==> src/rtl/z80_int_pkg.sv <==
// Shared constants and helpers for the Z80 prioritised interrupt controller.
package z80_int_pkg;

    localparam logic [1:0] REG_MASK = 2'd0;
    localparam logic [1:0] REG_PEND = 2'd1;
    localparam logic [1:0] REG_ISR  = 2'd2;
    localparam logic [1:0] REG_LAST = 2'd3;

    localparam int SYNC_DEPTH = 2;

    // Lowest set bit index of v, or none_idx when v is empty; bit 0 wins.
    function automatic logic [3:0] lowest_idx(input logic [7:0] v, input logic [3:0] none_idx);
        logic [3:0] idx;
        idx = none_idx;
        for (int i = 7; i >= 0; i--) begin
            if (v[i]) begin
                idx = 4'(i);
            end else begin
                idx = idx;
            end
        end
        return idx;
    endfunction

    function automatic logic [7:0] spurious_vec(input logic [7:0] base, input logic [3:0] n_src);
        return base + {3'b000, n_src, 1'b0};
    endfunction

endpackage

==> src/rtl/z80_int_ctrl_sync.sv <==
// Per-source 2-flop synchroniser with a single-cycle rising-edge pulse.
module irq_edge_sync
    import z80_int_pkg::*;
(
    input  logic clk_i,
    input  logic rst_n_i,
    input  logic irq_i,
    output logic rise_o
);

    logic [SYNC_DEPTH-1:0] sync_q;
    logic                  prev_q;

    // Synchroniser chain plus edge history.
    always_ff @(posedge clk_i or negedge rst_n_i) begin
        if (!rst_n_i) begin
            sync_q <= '0;
            prev_q <= 1'b0;
        end else begin
            sync_q <= {sync_q[SYNC_DEPTH-2:0], irq_i};
            prev_q <= sync_q[SYNC_DEPTH-1];
        end
    end

    assign rise_o = sync_q[SYNC_DEPTH-1] & ~prev_q;

endmodule

==> src/rtl/z80_int_ctrl.sv <==
// Prioritised, nested IM2 interrupt controller with per-source vectors.
module z80_int_ctrl
    import z80_int_pkg::*;
#(
    parameter int         N_SRC    = 4,
    parameter logic [7:0] VEC_BASE = 8'h00
) (
    input  logic             CLK50MHz,
    input  logic             nRESET,
    input  logic             CPUCLK0,
    input  logic             cs,
    input  logic [1:0]       A,
    input  logic [7:0]       D_in,
    input  logic             nIORQ,
    input  logic             nM1,
    input  logic             nRD,
    input  logic             nWR,
    input  logic [N_SRC-1:0] irq_src,
    output logic             int_out,
    output logic             vec_oe,
    output logic [7:0]       vec,
    output logic             rd_oe,
    output logic [7:0]       rd_data
);

    logic [N_SRC-1:0] mask_q, mask_d, pend_q, pend_d, isr_q, isr_d;
    logic [7:0]       last_q, last_d, vec_q, vec_d;
    logic             int_q, int_d, ack_q;
    logic [N_SRC-1:0] rise_s, pend_clr_s, isr_clr_s, isr_set_s, win_oh_s;
    logic [7:0]       cand_s;
    logic [3:0]       w_s, h_s;
    logic             ack_s, ack_rise_s, wr_en_s, win_valid_s;

    for (genvar i = 0; i < N_SRC; i++) begin : g_sync
        irq_edge_sync u_sync (
            .clk_i   (CLK50MHz),
            .rst_n_i (nRESET),
            .irq_i   (irq_src[i]),
            .rise_o  (rise_s[i])
        );
    end

    assign ack_s       = !nM1 && !nIORQ;
    assign ack_rise_s  = ack_s && !ack_q;
    assign wr_en_s     = CPUCLK0 && cs && !nIORQ && !nWR;
    assign cand_s      = 8'(pend_q & mask_q);
    assign w_s         = lowest_idx(cand_s, 4'(N_SRC));
    assign h_s         = lowest_idx(8'(isr_q), 4'(N_SRC));
    assign win_valid_s = (cand_s != 8'h00);
    assign win_oh_s    = N_SRC'(1'b1) << w_s;

    // Next-state: register writes, acknowledge bookkeeping, edge capture.
    always_comb begin
        mask_d     = mask_q;
        last_d     = last_q;
        vec_d      = vec_q;
        pend_clr_s = '0;
        isr_clr_s  = '0;
        isr_set_s  = '0;
        if (wr_en_s) begin
            case (A)
                REG_MASK: mask_d     = N_SRC'(D_in);
                REG_PEND: pend_clr_s = N_SRC'(D_in);
                REG_ISR:  isr_clr_s  = N_SRC'(D_in);
                default:  mask_d     = mask_q;
            endcase
        end else begin
            mask_d = mask_q;
        end
        if (ack_rise_s) begin
            if (win_valid_s) begin
                vec_d      = VEC_BASE + {3'b000, w_s, 1'b0};
                pend_clr_s = pend_clr_s | win_oh_s;
                isr_set_s  = win_oh_s;
                last_d     = {1'b1, 4'b0000, w_s[2:0]};
            end else begin
                vec_d  = spurious_vec(VEC_BASE, 4'(N_SRC));
                last_d = 8'h00;
            end
        end else begin
            vec_d = vec_q;
        end
        // A new edge outranks any clear landing in the same cycle.
        pend_d = (pend_q & ~pend_clr_s) | rise_s;
        isr_d  = (isr_q & ~isr_clr_s) | isr_set_s;
        int_d  = win_valid_s && (w_s < h_s);
    end

    // Controller state registers.
    always_ff @(posedge CLK50MHz or negedge nRESET) begin
        if (!nRESET) begin
            mask_q <= '0;
            pend_q <= '0;
            isr_q  <= '0;
            last_q <= 8'h00;
            vec_q  <= spurious_vec(VEC_BASE, 4'(N_SRC));
            int_q  <= 1'b0;
            ack_q  <= 1'b0;
        end else begin
            mask_q <= mask_d;
            pend_q <= pend_d;
            isr_q  <= isr_d;
            last_q <= last_d;
            vec_q  <= vec_d;
            int_q  <= int_d;
            ack_q  <= ack_s;
        end
    end

    // Combinational register read mux.
    always_comb begin
        rd_data = 8'h00;
        case (A)
            REG_MASK: rd_data = 8'(mask_q);
            REG_PEND: rd_data = 8'(pend_q);
            REG_ISR:  rd_data = 8'(isr_q);
            REG_LAST: rd_data = last_q;
            default:  rd_data = 8'h00;
        endcase
    end

    assign int_out = int_q;
    assign vec     = vec_q;
    assign vec_oe  = ack_s;
    assign rd_oe   = cs && !nIORQ && !nRD && nM1;

endmodule

==> config.mk <==
export PLATFORM = sky130hd
export DESIGN_NAME = z80_int_ctrl
export DESIGN_NICKNAME = d
export VERILOG_FILES = /design/src/rtl/z80_int_pkg.sv /design/src/rtl/z80_int_ctrl_sync.sv /design/src/rtl/z80_int_ctrl.sv
export SDC_FILE = /design/constraint.sdc
export NUM_CORES = 1
export LEC_CHECK = 0
export BUFFER_PORTS_ARGS = -buffer_cell sky130_fd_sc_hd__buf_4
export CAP_MARGIN = 20
export CORE_MARGIN = 3
export CORE_UTILIZATION = 46
export CTS_CLUSTER_SIZE = 30
export DETAILED_ROUTE_END_ITERATION = 10
export HOLD_SLACK_MARGIN = 0.15
export PLACE_DENSITY_LB_ADDON = 0.25
export SYNTH_ARGS = -nofsm -noshare
export SYNTH_HDL_FRONTEND = slang
export SYNTH_SLANG_ARGS = --single-unit
==> constraint.sdc <==
create_clock -name CLK50MHz -period 1.67 [get_ports CLK50MHz]
set_input_delay 0.0835 -clock CLK50MHz [delete_from_list [all_inputs] [get_ports CLK50MHz]]
set_output_delay 0.0835 -clock CLK50MHz [all_outputs]
set_load 0.05 [all_outputs]
=== Word level (Yosys, flattened, before mapping) ===
Index checks and enable logic that the tools add are counted.

* Input port bits: 22
* Logic and storage cells: 76
* Bits in latches: 0
* Output and inout port bits: 19
* Flip-flop bits (word level): 42
* ROM bits: 0
* Memory bits (writable): 0
* Memories: 0

* Mux-type cells: 23
* Bitwise operators: 16
* $lt $le $gt $ge: 1
* Shift operators: 1
* Eq/ne operators: 3
* Multiply operators: 0
* $add $sub $neg: 0
* Divide/modulo/power cells: 0
* Reduce and logical (&&, ||, !) cells: 17

{| class="wikitable"
|+ Operator list
! operator !! count
|-
| 4-bit two-way mux || 17
|-
| 8-bit case mux with 4 select lines || 1
|-
| 4-bit bitwise AND || 3
|-
| 4-bit OR || 3
|-
| 1-bit logical AND || 9
|-
| 8-bit two-way mux || 1
|-
| 4-bit inverter || 2
|-
| 8-bit nonzero test || 1
|-
| 1-bit logical NOT || 5
|-
| 5-bit two-way mux || 1
|-
| 1-bit bitwise AND || 4
|-
| 2-bit == test, second input constant || 2
|-
| 4-bit < comparator || 1
|-
| 2-bit two-way mux || 2
|-
| 1-bit inverter || 4
|-
| 1-bit by 4-bit << shifter with 4-bit output, first input constant || 1
|-
| 3-bit two-way mux || 1
|-
| 2-bit by 1-bit == test with 1-bit output, second input constant || 1
|-
| 2-bit logical NOT || 1
|-
| 2-bit AND reduction || 1
|}

=== Longest topological paths before layout ===
Gate-level depths: netlist of the first run.

* Depth in word-level cells: 15
* Gate-level depth with buffers: 6
* Depth with buffers taken out: 6

=== Modules after synthesis ===
A second synthesis of the first run with hierarchy kept.

* Cells, all modules: 120
* Area total of the unflattened synthesis: 1492.7 um^2

{| class="wikitable"
|+ By module, submodules not included
! module !! area each (um^2) !! seq. area each (um^2) !! instances !! cells each
|-
| z80_int_ctrl || 1137.3 || 476.7 || 1 || 104
|-
| irq_edge_sync || 88.8 || 75.1 || 4 || 4
|}

=== Worst setup path after synthesis of the first run ===
Ideal clock, no wire load.

* Path kind: flip-flop to output port
* From: reg pend_q[3]
* To: out rd_data[3]
* Data required time: 1586 ps
* Cell stages (with the launch flop): 3
* Path buffers: 0
* Arrival time: 1542 ps
* Slack: 45 ps
* Cells stage by stage: dfrtp_1 mux2i_1 o21ai_0

* Longest elaborated chain between the ends: 1

{| class="wikitable"
|+ RTL lines
! item !! RTL line !! RTL
|-
| start: declaration || z80_int_ctrl.sv:26 || <nowiki>logic [N_SRC-1:0] mask_q, mask_d, pend_q, pend_d, isr_q, isr_d;</nowiki>
|-
| start signal: assignment || z80_int_ctrl.sv:101 || <nowiki>pend_q <= pend_d;</nowiki>
|-
| 8-bit case mux with 4 select lines || z80_int_ctrl.sv:113 || <nowiki>case (A)</nowiki>
|-
| end: declaration || z80_int_ctrl.sv:23 || <nowiki>output logic [7:0] rd_data</nowiki>
|}

No other way between the ends.

=== Worst setup path in the final report of the first run ===
* From: reg mask_q[0]
* To: out rd_data[0]

* Longest elaborated chain between the ends: 1

{| class="wikitable"
|+ RTL lines
! item !! RTL line !! RTL
|-
| start: declaration || z80_int_ctrl.sv:26 ||
|-
| start signal: assignment || z80_int_ctrl.sv:100 || <nowiki>mask_q <= mask_d;</nowiki>
|-
| 8-bit case mux with 4 select lines || z80_int_ctrl.sv:113 ||
|}

No other way between the ends.

==> results of run 1 <==
## cell usage in the layout, fill, tap and decap left out, drive strengths merged, types with 3 or more instances in the layout
| cell | count |
|---|---|
| inv | 5 |
| mux2 | 5 |
| buf | 39 |
| dfrtp | 30 |
| nand2 | 11 |
| nor2 | 5 |
| mux4 | 3 |
| clkbuf | 6 |
| nand3 | 4 |
| o21ai | 3 |
| dlygate4sd3 | 14 |
| o31ai | 5 |
| a32o | 4 |
| o22ai | 3 |
| conb | 8 |
| nor3 | 3 |
## where the power goes
| part | leakage (nW) | switching, W | internal (W) |
|---|---|---|---|
| sequential | 0.359 | 0.000108 | 0.000883 |
| clock | 0.0482 | 0.000265 | 0.000354 |
| combinational | 0.503 | 0.000595 | 0.000455 |
| total | 0.910 | 0.000969 | 0.00169 |
## worst paths after layout
check,from,to
min in group asynchronous,nRESET,isr_q[3]$_DFF_PN0_
max reg2reg,isr_q[1]$_DFF_PN0_,int_out$_DFF_PN0_
max in group asynchronous,nRESET,vec[3]$_DFFE_PN1P_
max,mask_q[0]$_DFFE_PN0P_,rd_data[0]
min,A[0],isr_q[3]$_DFF_PN0_
min reg2reg,g_sync[1].u_sync.sync_q[0]$_DFF_PN0_,g_sync[1].u_sync.sync_q[1]$_DFF_PN0_
## sequential cells by signal, indices dropped and copies added, names as in the netlist
register,count
g_sync.u_sync.sync_q,8
g_sync.u_sync.prev_q,4
ack_q,1
vec,1
isr_q,4
last_q,4
pend_q,4
mask_q,4
int_out,1
## kinds of logic after synthesis
group / Yosys count / synth area share (%)
adders and majority gates: 1 / 0.853
DFF: 31 / 53.0
and+or+nand+nor: 36 / 16.6
buffers and inverters: 18 / 7.76
other: 1 / 0.256
muxes: 9 / 9.13
AOI/OAI and AO/OA: 24 / 12.5
## metal layers
metal / vias up / global-route usage (%) / wire length, um
li1: 533 / - / -
met1: 554 / 22.6 / 1490
met2: 63 / 26.8 / 1590
met3: 8 / 5.94 / 263
met4: 0 / 6.06 / 58
met5: - / 0 / 0
## repair_timing
action                                 CTS  global route
resized for setup                        2            10
setup endpoints to repair                1             2
hold buffers                            14             0
pin swaps                                0             6
endpoints found under the hold margin   50             0
setup buffers                            0             3
## cell type report
class                           count  area (sq um)
Multi-Input combinational cell     78           647
Fill cell                         215           877
Tap cell                           42          52.6
Sequential cell                    31           778
Timing Repair Buffer               53           440
Clock inverter                      2          35.0
Clock buffer                        6          51.3
Inverter                            5          18.8
## critical path: cells and delay by family (launching register included)
| kind | cells | cell delay, ns |
|---|---|---|
| mux | 1 | 0.44 |
| flops | 1 | 0.40 |
| buf+inv | 2 | 0.37 |
## through the flow
stage               std cells  utilization (%)  setup WS [ns]
finish                    217             69.8         0.0399
global route              217             69.8      0.0000816
CTS                       214             67.4         0.0249
detailed placement        192             59.3        0.00722
global placement          192             59.3         0.0723
floorplan                 127                -         0.0448
==> reports/results.tsv, run 1 <==
metric	value	unit
outcome	complete, no violations	
unrepaired setup endpoints after global routing	false	
vias post-DR	1158	
final net count	197	
initial antenna violation count	0	
Req. time, crit path	1.59	ns
crit-path cells	buf_4, mux4_2, buf_4	
clock insertion delay at the later pin of the skew report	0.34	ns
count leader, synth	dfrtp_1	
Max-Cap Viols	0	
DRC errors left	0	
largest cells by area after synthesis	dfrtp_1 (51%), buf_4 (5.1%), mux4_2 (4.6%)	
GP Congestion	0.845	
list of most frequent post-synthesis cells	dfrtp_1 (30), nand2_1 (11), buf_4 (10)	
PwrDens	1310	mW/mm^2
R2R setup slack	0.08	ns
Max FO, Critical Path	7	
TritonRoute pass-1 iters	4	
core area	0.00290	sq mm
Async S/R FF share, synth	100	%
reg2reg path depth	6	
clock tree buffer depth	2	
# diodes	0	
worst hold path type	input pin to flop	
htree depth	2	
peak supply drop	700	uV
Starting Density	50.6	%
die width	62.5	um
Tcrit/Tclk final	97.6	%
vias per inst	5.34	
Ys Warns	0	
instance count of the mapped netlist	120	
IO Port Bufs	28	
Layout Skew	0.00810	ns
fmax	613	MHz
total congestion overflow	0	
Rows	19	
Clock transition at path regs	0.10	ns
WS Path Type	flop to primary output	
layout cell share with drive strength beyond 1	41.1	%
Mean Syn Cell Area	12.2	sq um
Post-synth EDFFs	0	
Worst Path Arrival	1.55	ns
Slowest cell on crit path	mux4_2	
CTS tree	built	
Synth Flop Type	dfrtp_1	
P&R area growth vs syn	38.0	%
Synth top area share	51.2	%
Final Power	0.00266	W
final WL	3400	um
WHS Path Cells	3	
Critical Path Max Stage Delay	0.44	ns
Seq cells post-synth	31	
Detail Placement HPWL	2180	um
Root Driver	clkbuf_4	
setup TNS	0	ns
post-synth cell types	37	
total CTS buffers	5	
largest net degree at the start of global routing	32	
Ports	41	
most used cell, CP	buf_4	
final instance area	0.00202	sq mm
Synth Cell Area	0.00147	sq mm
Sink Count	31	
post-synthesis sequential area ratio	53.0	%
Placed Area	0.00172	sq mm
die height	62.5	um
min Tclk post-route	1.63	ns
Setup crit end kind	primary output	
vias in the first global route	1115	
Routed WL per cell	15.7	um
leading area contributor after synthesis	dfrtp_1	
Pleak	0.910	nW
Hold WS	0.171	ns
die area	0.00390	sq mm
Total GRT Usage	17.3	%
Hold Fails Final Rpt	0	
CP Launch Type	flop	
Final Max Slew Viols	0	
Post-DRT Antenna Nets	0	
Initial DRC Count	67	
first-pass GRT wire length	5350	um
Final setup viols	0	
No activity file was read; power rests on OpenSTA's default activity.
==> inputs of run 2 (changes only) <==
--- a/config.mk
+++ b/config.mk
@@ -7,6 +7,7 @@
 export LEC_CHECK = 0
 export BUFFER_PORTS_ARGS = -buffer_cell sky130_fd_sc_hd__buf_4
 export CAP_MARGIN = 20
+export CORE_ASPECT_RATIO = 2
 export CORE_MARGIN = 3
 export CORE_UTILIZATION = 46
 export CTS_CLUSTER_SIZE = 30
==> run 2 against run 1 <==
Against the previous run: combinational power is 12% lower; sequential power hardly changed; global-route usage is 1.5 points higher; setup slack better by 0.013 ns; non-clock buffer count is 5 lower; core utilization is 5.4 points lower; worst hold slack hardly changed; critical path depth is 3 higher; final cell count is 7.8% lower; sequential share of layout area is 1.6 points higher; total power is 4.4% lower; largest cell class unchanged; highest routed layer unchanged.
==> reports/results.tsv, run 2 (synthesized netlist as in run 1, its figures left out) <==
metric	value	unit	change
DRC errors left	0		unchanged
delay-heaviest family, CP	compound AO/OA/AOI/OAI gates		
setup TNS	0	ns	unchanged
Clock transition at path regs	0.07	ns	-0.03 ns
Ports	41		unchanged
Pleak	0.886	nW	-2.6%
GP Congestion	0.844		-0.14%
clock tree buffer depth	2		unchanged
Final Max Slew Viols	0		unchanged
clock insertion delay at the later pin of the skew report	0.27	ns	-0.07 ns
total congestion overflow	0		unchanged
Slowest cell on crit path	dfrtp_1		
Req. time, crit path	1.84	ns	+0.25 ns
crit-path cells	a22o_2, nor2_4, ha_1, nor2_2, a221oi_1, a221oi_1		
commonest non-fill, non-tap cell in the layout	buf_4		
largest net degree at the start of global routing	32		unchanged
unrepaired setup endpoints after global routing	false		
Max-Cap Viols	0		unchanged
Worst Path Arrival	1.78	ns	+0.23 ns
Placed Cells	181		-5.7%
Starting Density	48.7	%	-1.9 points
TritonRoute pass-1 iters	4		unchanged
most frequent cells in the layout	buf_4 (37), dfrtp_1 (30), nand2_1 (11), dlygate4sd3_1 (11), conb_1 (8)		
Post-DRT Antenna Nets	0		unchanged
layout cell share with drive strength beyond 1	38.2	%	-2.9 points
total CTS buffers	5		unchanged
max FFs per register	8		unchanged
final net count	192		-2.5%
Initial DRC Count	39		-42%
CP Launch Type	flop		
die height	85.8	um	+37%
Reg with most FFs	g_sync.u_sync.sync_q		
Sink Count	31		unchanged
most used cell, CP	a221oi_1		
initial antenna violation count	0		unchanged
htree depth	2		unchanged
setup repair bufs after CTS	0		unchanged
CTS tree	built		
Setup crit end kind	flop		
fmax	619	MHz	+0.83%
fin cells	200		-7.8%
CP bufs+invs	0		-2
PwrDens	1310	mW/mm^2	-0.17%
Layout Skew	0.00586	ns	-0.00224 ns
Hold Fails Final Rpt	0		unchanged
Detail Placement HPWL	2440	um	+12%
fill count	253		+18%
# diodes	0		unchanged
die area	0.00394	sq mm	+1.1%
vias per inst	5.72		+7.1%
Rows	28		+9
Routed WL per cell	16.5	um	+5.2%
Placed Area	0.00171	sq mm	-0.44%
IO Port Bufs	28		unchanged
Critical Path Max Stage Delay	0.38	ns	-0.06 ns
final WL	3300	um	-3.1%
Final setup viols	0		unchanged
Tcrit/Tclk final	96.8	%	-0.80 points
vias in the first global route	1201		+7.7%
Max FO, Critical Path	2		-5
peak supply drop	918	uV	+31%
min Tclk post-route	1.62	ns	-0.0134 ns
final instance area	0.00194	sq mm	-4.2%
vias post-DR	1143		-1.3%
core area	0.00301	sq mm	+3.9%
first-pass GRT wire length	5430	um	+1.6%
outcome	complete, no violations		
Final Power	0.00254	W	-4.4%
Root Driver	clkbuf_8		
WS Path Type	flop to flop		
die width	45.9	um	-26%
P&R area growth vs syn	32.2	%	
worst hold path type	input pin to flop		
Total GRT Usage	18.8	%	+1.5 points
run 2: worst paths after layout:
check	startpoint	end	slack (ns)	cells after the start
max	mask_q[1]$_DFFE_PN0P_	int_out$_DFF_PN0_	0.05	6
min reg2reg	g_sync[0].u_sync.sync_q[0]$_DFF_PN0_	g_sync[0].u_sync.sync_q[1]$_DFF_PN0_	0.35	0
max in group asynchronous	nRESET	vec[3]$_DFFE_PN1P_	1.07	2
max reg2reg	mask_q[1]$_DFFE_PN0P_	int_out$_DFF_PN0_	0.05	6
min in group asynchronous	nRESET	isr_q[3]$_DFF_PN0_	0.27	2
min	nIORQ	vec[3]$_DFFE_PN1P_	0.17	4
run 2: report_power, final:
group | leakage [nW] | total (W) | switching (W) | internal (W)
Sequential | 0.360 | 0.000990 | 0.000106 | 0.000884
Combinational | 0.475 | 0.000923 | 0.000546 | 0.000377
Clock | 0.0515 | 0.000631 | 0.000255 | 0.000376
Total | 0.886 | 0.00254 | 0.000907 | 0.00164
run 2: layout make-up:
| class | count | area (sq um) | area share [%] |
|---|---|---|---|
| timing repair buffer | 48 | 388 | 20.0 |
| sequential | 31 | 777 | 40.1 |
| inverter | 5 | 18.8 | 0.968 |
| tap | 30 | 37.5 | 1.94 |
| clock buffer | 8 | 100 | 5.16 |
| multi-input combinational | 78 | 617 | 31.8 |
run 2: what timing repair did:
action	CTS	global route
endpoints found under the setup margin	1	1
hold buffers	11	0
hold endpoints to repair	43	0
gates resized for setup	2	2
pin swaps	0	2
run 2: stage by stage:
step	hold slack, ns	utilization, %	setup WS (ns)
6_report	0.170	64.3	0.0533
5_1_grt	0.204	64.3	0.00425
4_1_cts	0.163	64.1	0.0305
3_5_place_dp	0.0421	56.9	0.00371
3_3_place_gp	0.0338	56.9	0.0952
2_1_floorplan	-0.212	-	0.0448
run 2: worst register-to-register path: cells and delay by family, from the launching register on:
family | cells | cell delay, ns
adder cells (fa/ha/maj) | 1 | 0.24
flip-flops | 1 | 0.38
AO/OA/AOI/OAI | 3 | 0.66
AND/OR/NAND/NOR | 2 | 0.23
run 2: metal layers:
layer / global-route usage [%] / up-vias / part of all wire (%)
li1: - / 524 / -
met1: 21.2 / 561 / 37
met2: 31.4 / 46 / 55
met3: 3.99 / 12 / 4.9
met4: 9.84 / 0 / 2.9
met5: 0 / - / 0
==> inputs of run 3 (changes only) <==
--- a/config.mk
+++ b/config.mk
@@ -13,6 +13,7 @@
 export CTS_CLUSTER_SIZE = 30
 export DETAILED_ROUTE_END_ITERATION = 10
 export HOLD_SLACK_MARGIN = 0.15
+export MAX_ROUTING_LAYER = met4
 export PLACE_DENSITY_LB_ADDON = 0.25
 export SYNTH_ARGS = -nofsm -noshare
 export SYNTH_HDL_FRONTEND = slang
==> run 3 against run 2 <==
Against the previous run: largest cell class unchanged; largest power group unchanged; via count fell by 0.61%; worst hold slack gained 0.0062 ns; critical path depth fell by 3; non-clock buffer count increased by 1.
==> reports/results.tsv, run 3 (synthesized netlist as in run 1, its figures left out) <==
metric	value	unit	change
outcome	complete, no violations		
Total GRT Usage	19.7	%	+0.91 points
worst hold path type	input pin to flop		
vias in the first global route	1189		-1.0%
Req. time, crit path	1.59	ns	-0.25 ns
Clock transition at path regs	0.07	ns	about the same
initial antenna violation count	0		unchanged
Reg with most FFs	g_sync.u_sync.sync_q		
Tcrit/Tclk final	94.3	%	-2.5 points
core area	0.00301	sq mm	unchanged
Slew @ Worst Pin	0.498	ns	
reg2reg path depth	6		unchanged
setup TNS	0	ns	unchanged
Worst Path Arrival	1.49	ns	-0.29 ns
Max-Cap Viols	0		unchanged
Final Power	0.00274	W	+7.6%
total congestion overflow	0		unchanged
die area	0.00394	sq mm	unchanged
Detail Placement HPWL	2430	um	-0.34%
Setup crit end kind	primary output		
PwrDens	1370	mW/mm^2	+4.1%
TritonRoute pass-1 iters	4		unchanged
max FFs per register	8		unchanged
fmax	635	MHz	+2.6%
Routed WL per cell	16.9	um	+2.3%
CTS tree	built		
largest net degree at the start of global routing	32		unchanged
IO Port Bufs	28		unchanged
die height	85.8	um	unchanged
first-pass GRT wire length	5510	um	+1.5%
vias per inst	5.65		-1.1%
Initial DRC Count	26		-33%
P&R area growth vs syn	36.6	%	
commonest non-fill, non-tap cell in the layout	buf_4		
total CTS buffers	5		unchanged
Sink Count	31		unchanged
Final Worst Setup Slack	0.0944	ns	+0.0411 ns
clock tree buffer depth	2		unchanged
Max FO, Critical Path	5		+3
Ports	41		unchanged
most frequent cells in the layout	buf_4 (38), dfrtp_1 (30), nand2_1 (11), dlygate4sd3_1 (11), conb_1 (8)		
DP Worst Slack	0.0325	ns	+0.0287 ns
die width	45.9	um	unchanged
unrepaired setup endpoints after global routing	false		
Placed Cells	181		unchanged
fin cells	201		+0.50%
clock insertion delay at the later pin of the skew report	0.28	ns	about the same
WS Path Type	flop to primary output		
min Tclk post-route	1.58	ns	-0.0411 ns
Final Max Slew Viols	0		unchanged
layout cell share with drive strength beyond 1	42.1	%	+3.9 points
Final setup viols	0		unchanged
Layout Skew	0.00606	ns	+0.000199 ns
vias post-DR	1136		-0.61%
peak supply drop	730	uV	-20%
WHS Path Cells	4		unchanged
final WL	3390	um	+2.8%
# diodes	0		unchanged
Rows	28		unchanged
htree depth	2		unchanged
GP Congestion	0.852		+0.92%
DRC errors left	0		unchanged
Root Driver	clkbuf_8		
Pleak	0.908	nW	+2.4%
final net count	193		+0.52%
Starting Density	48.7	%	unchanged
relative slew slack	66.6	%	
Hold Fails Final Rpt	0		unchanged
Post-DRT Antenna Nets	0		unchanged
fill count	241		-4.7%
CP Launch Type	flop		
## run 3: worst paths after layout
check                                                startpoint                                   end  slack, ns
setup / recovery                            pend_q[1]$_DFF_PN0_                            rd_data[1]       0.09
min in group asynchronous                                nRESET                 mask_q[3]$_DFFE_PN0P_       0.27
hold / removal                                            nIORQ                    vec[3]$_DFFE_PN1P_       0.18
max in group asynchronous                                nRESET                    vec[3]$_DFFE_PN1P_       1.08
setup reg to reg                            pend_q[1]$_DFF_PN0_                     int_out$_DFF_PN0_       0.12
hold reg to reg            g_sync[2].u_sync.sync_q[0]$_DFF_PN0_  g_sync[2].u_sync.sync_q[1]$_DFF_PN0_       0.35
## run 3: cell type report
type                    instances  area (sq um)  share of cell area [%]
flip-flops and latches         31           777                    38.8
clock inverters                 2          35.0                    1.75
well taps                      30          37.5                    1.87
repair buffers                 49           395                    19.7
inverters                       5          18.8                   0.937
multi-input cells              78           657                    32.8
clock buffers                   6          82.6                    4.12
## run 3: per-layer routing
layer	part of all wire [%]	up-vias	global-route usage, %
met2	54	36	31.8
li1	-	525	-
met4	2.7	0	10.1
met3	4.8	9	4.83
met5	0	-	-
met1	38	566	21.4
## run 3: timing repair
| action | in CTS | in global routing |
|---|---|---|
| buffers inserted | 0 | 1 |
| endpoints found under the hold margin | 42 | 0 |
| hold buffers | 11 | 0 |
| resized for setup | 0 | 10 |
| setup endpoints to repair | 0 | 2 |
## run 3: power breakdown
part / leakage [nW] / total [W] / switching (W) / internal, W
clock network: 0.0612 / 0.000755 / 0.000273 / 0.000482
registers: 0.360 / 0.00100 / 0.000118 / 0.000884
logic: 0.486 / 0.000981 / 0.000570 / 0.000410
total: 0.908 / 0.00274 / 0.000960 / 0.00178
## run 3: through the flow
| step | hold WS (ns) | cell area (sq um) | util, % |
|---|---|---|---|
| finish | 0.176 | 2000 | 66.5 |
| global route | 0.202 | 2000 | 66.5 |
| CTS | 0.172 | 1940 | 64.4 |
| detailed placement | 0.0396 | 1710 | 56.9 |
| global placement | 0.0329 | 1710 | 56.9 |
| floorplan | -0.212 | 1490 | - |
## run 3: critical path, stage by stage, from the launching register on
cell	delay (ns)
dfrtp_1	0.41
buf_4	0.17
mux4_2	0.44
buf_4	0.20
